--- config.mk ---
export PLATFORM = sky130hd
export DESIGN_NAME = sar_conv_ctrl
export DESIGN_NICKNAME = d
export VERILOG_FILES = /design/src/rtl/sar_conv_ctrl.sv
export SDC_FILE = /design/constraint.sdc
export NUM_CORES = 1
export LEC_CHECK = 0
export ABC_AREA = 0
export CAP_MARGIN = 20
export CORE_ASPECT_RATIO = 1.1
export CORE_MARGIN = 2
export CORE_UTILIZATION = 58
export CTS_BUF_LIST = sky130_fd_sc_hd__clkbuf_8
export CTS_CLUSTER_DIAMETER = 100
export CTS_CLUSTER_SIZE = 25
export DETAILED_ROUTE_END_ITERATION = 10
export DONT_BUFFER_PORTS = 1
export GPL_TIMING_DRIVEN = 0
export MAX_ROUTING_LAYER = met4
export PLACE_DENSITY = 0.78
export SLEW_MARGIN = 30
export SYNTH_ARGS = -nofsm -noshare
export SYNTH_HDL_FRONTEND = slang
export SYNTH_SLANG_ARGS = --single-unit
--- constraint.sdc ---
create_clock -name clk -period 1.76 [get_ports clk]
set_clock_uncertainty 0.05 [all_clocks]
set_input_delay 0.176 -clock clk [delete_from_list [all_inputs] [get_ports clk]]
set_output_delay 0.176 -clock clk [all_outputs]
set_load 0.005 [all_outputs]
--- src/rtl/sar_conv_ctrl.sv ---
// SAR ADC conversion controller: sequences the sampling switch, enables the SAR for eight
// comparator decisions, captures the result word and hands it off with a valid/ready
// handshake. It aborts with a sticky error if the comparator stalls.
module sar_conv_ctrl #(
  parameter int unsigned SAMPLE_CYCLES = 4,
  parameter int unsigned TIMEOUT       = 15
) (
  input  logic       clk,
  input  logic       rst,
  input  logic       start,
  input  logic       comp_op,
  input  logic       comp_om,
  input  logic [7:0] sar_d,
  input  logic       result_ready,
  output logic       sample,
  output logic       sar_en,
  output logic       busy,
  output logic [7:0] result,
  output logic       result_valid,
  output logic       timeout_err
);

  typedef enum logic [1:0] {StIdle, StSample, StConvert, StHold} state_e;

  localparam logic [3:0] SampleLoad  = 4'(SAMPLE_CYCLES);
  localparam logic [7:0] TimeoutLast = 8'(TIMEOUT - 1);

  state_e     state_q;
  logic [3:0] scnt_q;
  logic [3:0] bcnt_q;
  logic [7:0] tcnt_q;
  logic       decision;

  // Both comparator outputs high in one cycle still counts as a single decision.
  assign decision = comp_op | comp_om;

  // Controller FSM; all outputs are registered alongside the state.
  always_ff @(posedge clk) begin
    if (rst) begin
      state_q      <= StIdle;
      scnt_q       <= '0;
      bcnt_q       <= '0;
      tcnt_q       <= '0;
      sample       <= 1'b0;
      sar_en       <= 1'b0;
      busy         <= 1'b0;
      result       <= 8'h00;
      result_valid <= 1'b0;
      timeout_err  <= 1'b0;
    end else begin
      unique case (state_q)
        StIdle: begin
          if (start) begin
            state_q     <= StSample;
            scnt_q      <= SampleLoad;
            sample      <= 1'b1;
            busy        <= 1'b1;
            timeout_err <= 1'b0;
          end
        end
        StSample: begin
          if (scnt_q == 4'd1) begin
            state_q <= StConvert;
            sample  <= 1'b0;
            sar_en  <= 1'b1;
            bcnt_q  <= '0;
            tcnt_q  <= '0;
          end else begin
            scnt_q <= scnt_q - 4'd1;
          end
        end
        StConvert: begin
          // Once all eight bits are resolved, further decisions are ignored.
          if (bcnt_q == 4'd8) begin
            state_q      <= StHold;
            result       <= sar_d;
            result_valid <= 1'b1;
            sar_en       <= 1'b0;
          end else if (decision) begin
            bcnt_q <= bcnt_q + 4'd1;
            tcnt_q <= '0;
          end else if (tcnt_q == TimeoutLast) begin
            state_q     <= StIdle;
            sar_en      <= 1'b0;
            busy        <= 1'b0;
            timeout_err <= 1'b1;
            tcnt_q      <= '0;
          end else begin
            tcnt_q <= tcnt_q + 8'd1;
          end
        end
        StHold: begin
          if (result_ready) begin
            result_valid <= 1'b0;
            // A start in the handshake cycle begins the next conversion directly.
            if (start) begin
              state_q     <= StSample;
              scnt_q      <= SampleLoad;
              sample      <= 1'b1;
              timeout_err <= 1'b0;
            end else begin
              state_q <= StIdle;
              busy    <= 1'b0;
            end
          end
        end
        default: begin
          state_q <= StIdle;
        end
      endcase
    end
  end

endmodule

==> metrics.yaml, run 1 <==
syn_inst: 173
synth_nets: 193
p_sw_share_pct: 24.2
cts_inserted_buffers: 5
synth.most_common_cell: "dfxtp_1"
outcome: "finished with violations"
ioPinCount: 27
cts_root_buffer: "clkbuf_8"
whs_ps: -1.63
startpoint_type: "flip-flop"
drv_cap: 0
pwr-share-clk_pct: 43.6
instances_no_fill: 220
synth_top_area_share_pct: 40.2
dr.pass1.iters: 4
wl_per_cell_um: 15.4
violations: "hold timing, setup timing"
synth_area_leaders: "dfxtp_1, mux2i_1, ha_1, nor2_1, a21oi_1"
routed_wirelength_um: 3390
grt.total_usage_pct: 25.4
required_ps: 1890
power_switching_mw: 0.406
finalMaxSlewViolations: 0
clk_pin_slew_ps: 70
clk_latency_ps: 290
total_power_mw: 1.68
p_leak_nw: 0.641
postLayoutCellArea_um2: 1840
cp-end-kind: "flip-flop"
clock_path_buffers: 2
cts.sinks: 31
timing.final.crit_share_pct: 103
crit_arrival_ps: 1940
cp_max_fo: 7
seqPwrFrac_pct: 44.8
async_flop_share_pct: 0
nFillCells: 210
clock.fmax_mhz: 551
grt_pass1_vias: 1264
power.internal_mw: 1.27
seq_area_um2: 626
synth_commonest_cells: "dfxtp_1, nor2_1, a21oi_1"
worst_slack_ps: -56.1
powerDensity_nw_per_um2: 911
synth_cell_types: 47
port_buffers: 0
initial_core_util_pct: 61.2
ys_ff_latch: 31
die_area_um2: 3090
yosys.area_share.simple_pct: 24.5
ctsHtreeMaxLevel: 2
antenna_found_initial: 0
syn_avg_cell_area_um2: 8.92
hold_path_class: "input pin to flip-flop"
vdd_drop_max_mv: 0.966
tritoncts: "built"
placed_area_um2: 1580
rows: 19
drtIter0Drc: 24
r2r-start: "bcnt_q[0]"
die_y_um: 58.1
worstMarginPinSlew_ps: 454
reg2reg_depth: 7
area_growth_pct: 19.4
synth_compound_area_share_pct: 17.3
drive_gt1_share_pct: 23.3
synth_fa_ha_area_share_pct: 4.87
synth_top_area_cell: "dfxtp_1"
fin_crit_ps: 1820
drc: 0
maxSlewHeadroom_pct: 69.7
ys.flop_type: "dfxtp_1"
coreArea_um2: 2520
die_w_um: 53.2
synth_top_family_by_area: "simple AND/OR/NAND/NOR gates"
finalSetupViolCount: 2
synth_mux_area_share_pct: 7.79
r2r_slack_ps: -60
grt_max_degree: 11
via_count: 1318
seq_area_frac_synth_pct: 40.2
synth_edf_count: 0
via_per_inst: 5.99
synth_warnings: 0
worstSetupPathType: "flip-flop to flip-flop"
endpoint: "tcnt_q[7]"
nets: 208
grt_pass1_wl_um: 5490
timing.rr.end: "tcnt_q[7]"
multi_input_area_um2: 935
synth-xor-area-share_pct: 1.70
crit_start: "bcnt_q[0]"
overflow: 0
combPwrFrac_pct: 11.5
dp_cells: 204
dp_hpwl_um: 2410
finalHoldViolCount: 1
rsz0062_at_grt: "true"
antenna_cells: 0
synth_area_um2: 1540
gp_congestion: 0.867
ant_nets: 0
==> worst min path at each step <==
stage / start / to / slack [ps] / cells after the start
floorplan: sar_d[0] / result[0] / 270 / 2
global placement: sar_d[7] / result[7] / 280 / 2
detailed placement: sar_d[4] / result[4] / 290 / 2
CTS: sar_d[7] / result[7] / 1 / 2
global route: sar_d[7] / result[7] / 1 / 2
finish: sar_d[7] / result[7] / -2 / 2
==> cells by family (layout without fill, tap and decap cells) <==
group / Yosys count / after routing
compound gates: 37 / 37
xor+xnor: 3 / 3
fa+ha+maj: 6 / 6
buf+inv: 14 / 30
flops: 31 / 31
mux: 12 / 12
simple gates: 70 / 70
==> registers in the layout (all words and copies together) (netlist names) <==
| name | count |
|---|---|
| state_q | 2 |
| timeout_err | 1 |
| scnt_q | 4 |
| result_valid | 1 |
| busy | 1 |
| tcnt_q | 8 |
| bcnt_q | 4 |
| result | 8 |
| sample | 1 |
| sar_en | 1 |
==> worst max-delay path, stage by stage, from the launching register on <==
cell and delay (ps):
dfxtp_2 340, inv_2 80, ha_4 120, nand3b_1 240, a22oi_2 450, buf_4 190, nor4_2 40, o21ba_2 180
==> cells in the final DEF (no fill, tap or decap), types with 2 or more instances in the layout <==
| cell type | instances |
|---|---|
| a21boi_0 | 2 |
| a21oi_1 | 13 |
| a311oi_1 | 2 |
| buf_2 | 3 |
| buf_4 | 7 |
| clkbuf_1 | 2 |
| clkbuf_8 | 6 |
| dfxtp_1 | 27 |
| dfxtp_2 | 4 |
| dlygate4sd3_1 | 2 |
| ha_1 | 4 |
| ha_4 | 2 |
| inv_1 | 5 |
| inv_2 | 3 |
| mux2i_1 | 12 |
| nand2_1 | 13 |
| nand2b_1 | 2 |
| nand3_1 | 6 |
| nand3b_1 | 4 |
| nor2_1 | 19 |
| nor2b_1 | 2 |
| nor3_1 | 4 |
| nor4_1 | 2 |
| o21ai_0 | 4 |
| o32ai_2 | 2 |
| or3_1 | 2 |
| xnor2_1 | 3 |
==> stage by stage <==
| step | worst slack [ps] | utilization (%) | setup TNS [ps] |
|---|---|---|---|
| after global routing | -125 | 73.1 | -691 |
| after floorplan | 67.5 | - | 0 |
| after global placement | -98.0 | 62.8 | -186 |
| final | -56.1 | 73.1 | -96.6 |
| after detailed placement | -161 | 62.8 | -540 |
| after CTS | -17.8 | 70.2 | -39.8 |
==> power groups by stage <==
stage | clock network [mW] | logic (mW) | registers (mW)
after floorplan | 0 | 0.132 | 0.759
after global routing | 0.769 | 0.216 | 0.754
after detailed placement | 0 | 0.162 | 0.764
after global placement | 0 | 0.155 | 0.763
after CTS | 0.735 | 0.178 | 0.752
final | 0.732 | 0.193 | 0.752
==> timing repair <==
action                     CTS  global route
cloned                       0             0
hold buffers                 1             1
buffers inserted             5             2
hold endpoints to repair     1             1
resized for setup           10            12
pin swaps                    4             5
setup endpoints to repair   17            20
==> area by class of cell <==
type	instances	area share (%)
Multi-Input combinational cell	128	50.7
Sequential cell	31	34.0
Clock buffer	6	4.48
Timing Repair Buffer	9	3.94
Tap cell	31	2.11
Clock inverter	2	1.90
Inverter	8	1.63
Buffer	5	1.22
==> metal layers <==
metal / GRT usage (%) / up-vias / share of wire, %
met5: - / - / 0
met4: 11.0 / 0 / 2.1
met3: 8.51 / 6 / 5.1
met2: 40.2 / 25 / 51
met1: 29.0 / 631 / 42
li1: - / 656 / -
Note: power is estimated with default switching activity, not from simulation.
==> inputs of run 2 (changes only) <==
--- a/config.mk
+++ b/config.mk
@@ -9,7 +9,7 @@
 export CAP_MARGIN = 20
 export CORE_ASPECT_RATIO = 1.1
 export CORE_MARGIN = 2
-export CORE_UTILIZATION = 58
+export CORE_UTILIZATION = 45
 export CTS_BUF_LIST = sky130_fd_sc_hd__clkbuf_8
 export CTS_CLUSTER_DIAMETER = 100
 export CTS_CLUSTER_SIZE = 25
@@ -17,7 +17,7 @@
 export DONT_BUFFER_PORTS = 1
 export GPL_TIMING_DRIVEN = 0
 export MAX_ROUTING_LAYER = met4
-export PLACE_DENSITY = 0.78
+export PLACE_DENSITY = 0.64
 export SLEW_MARGIN = 30
 export SYNTH_ARGS = -nofsm -noshare
 export SYNTH_HDL_FRONTEND = slang
==> run 2 against run 1 <==
Effect of this change:
- the run ends with setup timing left
- sequential share of layout area shrank 1.6 points
- power grew 0.79%
- via count grew 2.3%
- utilization down 14 points
- non-clock buffer count is 9 higher
- cell area is 5.3% higher
==> metrics.yaml, run 2 (synthesis gave the netlist of run 1 again) <==
placed_area_um2: 1590
powerDensity_nw_per_um2: 872
cts.sinks: 31
maxSlewHeadroom_pct: 66.9
hold_path_class: "input pin to flip-flop"
r2r_slack_ps: -40
cts_root_buffer: "clkbuf_8"
cp-end-kind: "flip-flop"
postLayoutCellArea_um2: 1940
outcome: "finished with violations"
dr.pass1.iters: 4
nFillCells: 295
wl_per_cell_um: 15.4
tritoncts: "built"
mostFrequentLayoutCell: "dfxtp_1"
via_per_inst: 5.76
die_y_um: 65.4
reg_top3: "result x8, tcnt_q x8"
grt.total_usage_pct: 19.6
port_buffers: 0
via_count: 1348
crit_arrival_ps: 1910
dp_hpwl_um: 2400
drc: 0
die_w_um: 59.8
startpoint_type: "flip-flop"
pre_cts_slack_ps: -203
rows: 22
nets: 217
finalHoldViolCount: 0
gp_congestion: 0.809
grt_pass1_vias: 1296
antenna_found_initial: 0
grt_max_degree: 11
clock.fmax_mhz: 554
cp_max_fo: 5
die_area_um2: 3910
drv_cap: 0
ctsHtreeMaxLevel: 2
vdd_drop_max_mv: 0.543
fin_crit_ps: 1800
final_cell_mix: "dfxtp_1, nor2_1, nand2_1, mux2i_1, a21oi_1"
ant_nets: 0
drtIter0Drc: 61
routed_wirelength_um: 3600
worstMarginPinSlew_ps: 496
clk_latency_ps: 290
worstSetupPathType: "flip-flop to flip-flop"
dp_cells: 209
worst_slack_ps: -44.5
finalSetupViolCount: 5
timing.final.crit_share_pct: 103
grt_pass1_wl_um: 5580
coreArea_um2: 3300
ioPinCount: 27
finalMaxSlewViolations: 0
initial_core_util_pct: 46.7
p_leak_nw: 0.680
cts_inserted_buffers: 5
drive_gt1_share_pct: 21.7
required_ps: 1870
overflow: 0
antenna_cells: 0
clock_path_buffers: 2
instances_no_fill: 234
violations: "setup timing"
clk_pin_slew_ps: 70
area_growth_pct: 25.7
rsz0062_at_grt: "true"
run 2: power breakdown:
part / total (mW) / switching (mW) / leakage, nW / internal, mW
Clock: 0.727 / 0.269 / 0.0612 / 0.458
Combinational: 0.212 / 0.111 / 0.366 / 0.100
Sequential: 0.752 / 0.0252 / 0.253 / 0.727
Total: 1.69 / 0.406 / 0.680 / 1.28
run 2: what timing repair did:
item,4_1_cts,5_1_grt
setup endpoints to repair,17,15
pin swaps,4,3
cloned,0,0
hold buffers,8,0
resized for setup,12,7
setup buffers,8,2
hold endpoints to repair,8,0
run 2: critical path: stages, from the launching register on:
cell and delay (ps):
dfxtp_1 360, nor4_2 430, nand4_1 250, o32ai_1 400, o221ai_1 180
run 2: area by class of cell:
| class | instances | area (um2) | area share (%) |
|---|---|---|---|
| Buffer | 5 | 22.5 | 1.16 |
| Clock buffer | 6 | 82.6 | 4.26 |
| Clock inverter | 2 | 35.0 | 1.81 |
| Inverter | 8 | 30.0 | 1.55 |
| Multi-Input combinational cell | 128 | 926 | 47.7 |
| Sequential cell | 31 | 627 | 32.3 |
| Tap cell | 36 | 45.0 | 2.32 |
| Timing Repair Buffer | 18 | 171 | 8.84 |
run 2: path summary, 6_finish.rpt:
check	cells past startpoint	end	from
min	2	result[3]	sar_d[3]
max	4	timeout_err	tcnt_q[4]
min reg2reg	2	bcnt_q[0]	bcnt_q[0]
max reg2reg	4	timeout_err	tcnt_q[4]
run 2: routing by layer:
metal | share of wire, % | track usage [%] | wire length [um] | vias up
met5 | 0 | - | 0 | -
li1 | - | - | - | 672
met2 | 51 | 32.3 | 1820 | 31
met4 | 1.7 | 6.94 | 62 | 0
met3 | 5.0 | 6.10 | 181 | 8
met1 | 43 | 22.0 | 1530 | 637
run 2: through the flow:
stage                     utilization [%]  setup TNS, ps  power (mW)  hold slack (ps)
after detailed placement             48.1           -877       0.927              292
after global placement               48.1           -276       0.920              278
after CTS                            57.0              0        1.70            0.397
after floorplan                         -              0       0.891              273
final                                58.7           -112        1.69             6.93
after global routing                 58.7           -470        1.76             25.2
